`config.mk`:
```
export PLATFORM = sky130hd
export DESIGN_NAME = sdram_fifo_sched
export DESIGN_NICKNAME = d
export VERILOG_FILES = /design/src/rtl/sdram_fifo_sched.sv
export SDC_FILE = /design/constraint.sdc
export NUM_CORES = 1
export LEC_CHECK = 0
export ABC_AREA = 0
export CAP_MARGIN = 20
export CORE_MARGIN = 2
export CORE_UTILIZATION = 38
export CTS_CLUSTER_SIZE = 10
export DETAILED_ROUTE_END_ITERATION = 10
export GPL_TIMING_DRIVEN = 0
export PLACE_DENSITY = 0.86
export SETUP_SLACK_MARGIN = 0.15
export SYNTH_ARGS = -nofsm -noshare
export SYNTH_HDL_FRONTEND = slang
export SYNTH_SLANG_ARGS = --single-unit
```
`constraint.sdc`:
```
create_clock -name clk -period 1.9 [get_ports clk]
set_input_delay 0.57 -clock clk [delete_from_list [all_inputs] [get_ports clk]]
set_output_delay 0.57 -clock clk [all_outputs]
set_load 0.005 [all_outputs]
```
`src/rtl/sdram_fifo_sched.sv`:
```
// Write/read burst scheduler between camera/display FIFOs and an SDRAM arbiter.
// Optional macro PINGPONG_EN enables double-buffered frame banks.
module sdram_fifo_sched #(
    parameter int          BURST_LEN  = 256,
    parameter logic [12:0] FRAME_ROWS = 13'd1200,
    parameter logic [9:0]  RD_LOW     = 10'd256
) (
    input  logic        clk,
    input  logic        rst_n,
    input  logic        flag_init_end,
    input  logic [9:0]  wfifo_usedw,
    input  logic [9:0]  rfifo_usedw,
    input  logic        flag_wr_end,
    input  logic        flag_rd_end,
    output logic        wr_req,
    output logic        rd_req,
    output logic [12:0] wr_row,
    output logic [8:0]  wr_col,
    output logic [12:0] rd_row,
    output logic [8:0]  rd_col,
    output logic [1:0]  sdram_bank_addr,
    output logic [1:0]  rd_bank,
    output logic        wr_frame_done
);

    typedef enum logic [1:0] {S_INIT, S_IDLE, S_WR, S_RD} state_t;

    localparam logic [9:0]  BURST_STEP = 10'(BURST_LEN);
    localparam logic [12:0] LAST_ROW   = FRAME_ROWS - 13'd1;

    state_t      state;
    logic [9:0]  wr_col_sum;
    logic [9:0]  rd_col_sum;
    logic        wr_wrap;
    logic        rd_wrap;
    logic        wr_frame_evt;
    logic        rd_frame_evt;

    // Bit 9 of the sum marks the column wrapping past 512 into the next row.
    assign wr_col_sum   = {1'b0, wr_col} + BURST_STEP;
    assign rd_col_sum   = {1'b0, rd_col} + BURST_STEP;
    assign wr_wrap      = wr_col_sum[9];
    assign rd_wrap      = rd_col_sum[9];
    assign wr_frame_evt = (state == S_WR) && flag_wr_end && wr_wrap && (wr_row == LAST_ROW);
    assign rd_frame_evt = (state == S_RD) && flag_rd_end && rd_wrap && (rd_row == LAST_ROW);

    always_ff @(posedge clk or negedge rst_n) begin
        if (!rst_n) begin
            state         <= S_INIT;
            wr_req        <= 1'b0;
            rd_req        <= 1'b0;
            wr_row        <= 13'd0;
            wr_col        <= 9'd0;
            rd_row        <= 13'd0;
            rd_col        <= 9'd0;
            wr_frame_done <= 1'b0;
        end else begin
            wr_frame_done <= 1'b0;
            case (state)
                S_INIT: begin
                    if (flag_init_end) state <= S_IDLE;
                end
                S_IDLE: begin
                    // Write wins over read so camera data never overflows.
                    if (wfifo_usedw >= BURST_STEP) begin
                        wr_req <= 1'b1;
                        state  <= S_WR;
                    end else if (rfifo_usedw < RD_LOW) begin
                        rd_req <= 1'b1;
                        state  <= S_RD;
                    end
                end
                S_WR: begin
                    if (flag_wr_end) begin
                        wr_req <= 1'b0;
                        state  <= S_IDLE;
                        wr_col <= wr_col_sum[8:0];
                        if (wr_wrap) begin
                            if (wr_row == LAST_ROW) begin
                                wr_row        <= 13'd0;
                                wr_frame_done <= 1'b1;
                            end else begin
                                wr_row <= wr_row + 13'd1;
                            end
                        end
                    end
                end
                S_RD: begin
                    if (flag_rd_end) begin
                        rd_req <= 1'b0;
                        state  <= S_IDLE;
                        rd_col <= rd_col_sum[8:0];
                        if (rd_wrap) begin
                            if (rd_row == LAST_ROW) rd_row <= 13'd0;
                            else                    rd_row <= rd_row + 13'd1;
                        end
                    end
                end
                default: state <= S_INIT;
            endcase
        end
    end

`ifdef PINGPONG_EN
    logic [1:0] last_wr_bank;
    logic       frame_seen;

    // Reader switches to the most recently completed frame only at its own
    // frame boundary, so it never lands on the bank being filled.
    always_ff @(posedge clk or negedge rst_n) begin
        if (!rst_n) begin
            sdram_bank_addr <= 2'd0;
            rd_bank         <= 2'd0;
            last_wr_bank    <= 2'd0;
            frame_seen      <= 1'b0;
        end else begin
            if (wr_frame_evt) begin
                last_wr_bank    <= sdram_bank_addr;
                frame_seen      <= 1'b1;
                sdram_bank_addr <= {1'b0, ~sdram_bank_addr[0]};
            end
            if (rd_frame_evt && frame_seen) rd_bank <= last_wr_bank;
        end
    end
`else
    logic unused_evt;
    assign unused_evt      = wr_frame_evt ^ rd_frame_evt;
    assign sdram_bank_addr = 2'd0;
    assign rd_bank         = 2'd0;
`endif

endmodule

```
==> qor.txt <==
Tcrit/Tclk final = 96.2%
Hold-fix buffers, CTS = 0
Ratio of cells with drive above 1 in the final layout = 30.8%
Utilization after layout = 61.8%
WHS = 0.345 ns
Register area share after synthesis = 46.9%
Required @ worst endpoint = 2.08 ns
Fillers = 392
Run status = complete, no violations
Final net count = 315
Tmin final = 1.83 ns
Area Growth Syn to Fin = 55.0%
Clock-pin slew on the worst setup and hold paths = 0.07 ns
Post-detail-place hpwl = 2.54 mm
RePlAce Congestion = 0.862
Critical path type = reg2reg
Drt pass-1 iters = 4
Commonest cells in the synthesized netlist = dfrtp_1, nand2_1, buf_4
Max VDD drop = 0.439 mV
RSZ-0062 raised after global routing = yes
Vias/cell = 4.70
I/O pins = 76
Initial antenna violation count = 0
WL final = 4.20 mm
Floorplan row count = 24
Netlist cell types = 33
Leak = 1.52 nW
CP most frequent cell = or4_4
Core ar. = 4410 sq um
Maximum clock path buffer count = 2
Area share of the leading cell type in the synthesized netlist = 46.9%
R2R Path End = rd_row[5]$_DFFE_PN0P_
Critical Path Max Stage Delay = 0.54 ns
Num CTS Buffers = 5
Top_reg_cell synth = dfrtp_1
Worst-skew pair later-pin latency = 0.28 ns
Reg2Reg Depth = 5
Max Cap Violations = 0
Worst Max-Slew Pin Slew = 0.744 ns
RR Startpoint = rd_row[9]$_DFFE_PN0P_
Crit-path cells = or4_4 -> or4_4 -> buf_6 -> a21oi_4 -> a21oi_2
Die height = 72.1 um
Synthesized cell area = 1760 sq um
Largest net degree at the start of global routing = 34
Final setup skew = 0.00502 ns
Pwr Density = 821 nW/um^2
# setup viols final = 0
Relative slew margins = 50.4%
Antenna diodes = 0
CTS root buf = clkbuf_8
Crit path max-delay family = simple AND/OR/NAND/NOR gates
Number of enable flip-flop cells after synthesis = 0
Worst Path Max Fanout = 7
Main area contributors after synthesis = dfrtp_1, buf_4, xnor2_1
Power, Total = 2.24 mW
Routed Antenna Nets = 0
Post-synth top area cell = dfrtp_1
Startpoint types = flop
Global-route wire length before repair = 6.79 mm
Final Hold Viols = 0
Initial DRC count = 93
Die area = 5190 sq um
Worst min path class = in2async
F_max = 547 MHz
Initial Utilization = 39.9%
Critical path endpoint category = flop
Mean Syn Cell Area = 9.46 sq um
Total GRT Usage = 16.7%
Yosys Warn Count = 0
Slowest cell on crit path = or4_4
FF+latch count, synth = 33
Synth Instances = 186
Place WS = -0.510 ns
FF-to-FF setup slack = 0.07 ns
Ys async rst share = 100%
Vias in the first global route = 1490
Via count = 1602
GRT overflow = 0
Setup ws final = 0.0725 ns
Post-route setup TNS = 0 ns
Most common cell in the netlist = dfrtp_1
DRC errors left = 0
# H-tree levels = 2
Wire length per cell = 12.3 um
Max-slew violation count = 0
CP Buf/Inv Count = 1
Die width = 72.1 um
Clock Sinks = 33
IO Port Bufs = 39
Arrival time worst endpoint = 2.00 ns
TritonCTS clock tree = done
==> layout make-up <==
cell class | count | area (sq um) | area share [%]
Multi-Input combinational cell | 142 | 842 | 30.9
Sequential cell | 33 | 832 | 30.5
Timing Repair Buffer | 76 | 692 | 25.4
Buffer | 26 | 196 | 7.20
Clock buffer | 5 | 68.8 | 2.52
Tap cell | 52 | 65.1 | 2.38
Clock inverter | 3 | 17.5 | 0.642
Inverter | 4 | 15.0 | 0.550
==> routing by layer <==
metal | share of wire (%) | vias to the layer above | GRT usage, %
li1 | - | 808 | -
met1 | 43 | 739 | 20.9
met2 | 50 | 49 | 28.4
met3 | 5.1 | 6 | 3.19
met4 | 1.1 | 0 | 6.29
met5 | 0 | - | 0
==> cell usage in the layout, fill, tap and decap left out, drive strengths merged, types with 10 or more instances in the layout <==
master	netlist	routed
conb	1	20
dfrtp	33	33
clkdlybuf4s50	0	15
xnor2	12	12
dlymetal6s2s	0	15
o21ai	16	16
buf	25	63
nor2	13	13
nand3	10	10
nand2	23	23
==> worst max-delay path by stage <==
stage	from	slack, ns	cells after the start	endpoint
finish	rd_row[9]$_DFFE_PN0P_	0.07	5	rd_row[5]$_DFFE_PN0P_
global route	rd_row[9]$_DFFE_PN0P_	0.01	5	rd_row[7]$_DFFE_PN0P_
CTS	rd_row[9]$_DFFE_PN0P_	0.08	5	rd_row[5]$_DFFE_PN0P_
detailed placement	flag_wr_end	-0.51	5	wr_row[5]$_DFFE_PN0P_
global placement	flag_wr_end	-0.51	5	wr_row[3]$_DFFE_PN0P_
floorplan	rd_row[8]$_DFFE_PN0P_	0.15	5	rd_row[5]$_DFFE_PN0P_
==> repair_timing <==
action / in CTS / in global routing
setup buffers: 30 / 7
resized for setup: 24 / 17
pin swaps: 4 / 1
gates cloned: 0 / 0
endpoints found under the setup margin: 48 / 25
==> where the power goes <==
group	switching [mW]	leakage (nW)	internal, mW
combinational	0.354	1.06	0.448
sequential	0.0927	0.425	0.827
clock	0.267	0.0439	0.253
total	0.713	1.52	1.53
==> kinds of logic (layout without fill, tap and decap cells) <==
family / Yosys count / count (layout) / synth area share [%]
AND/OR/NAND/NOR: 76 / 76 / 21.8
buffers and inverters: 30 / 114 / 11.7
AO/OA/AOI/OAI: 24 / 24 / 7.96
XOR/XNOR: 19 / 19 / 9.45
adder cells (fa/ha/maj): 2 / 2 / 1.42
multiplexers: 1 / 1 / 0.569
other: 1 / 20 / 0.213
flip-flops: 33 / 33 / 46.9
==> sequential cells by signal, summed over array words and instances, names as in the netlist <==
signal,count
rd_req,1
wr_req,1
wr_col,1
state,2
wr_frame_done,1
rd_row,13
rd_col,1
wr_row,13
==> metrics by stage <==
step,instance area (sq um),cells
finish,2730,341
floorplan,1830,205
global route,2730,341
detailed placement,2280,296
global placement,2290,296
CTS,2630,334
No activity file was read; power rests on OpenSTA's default activity.
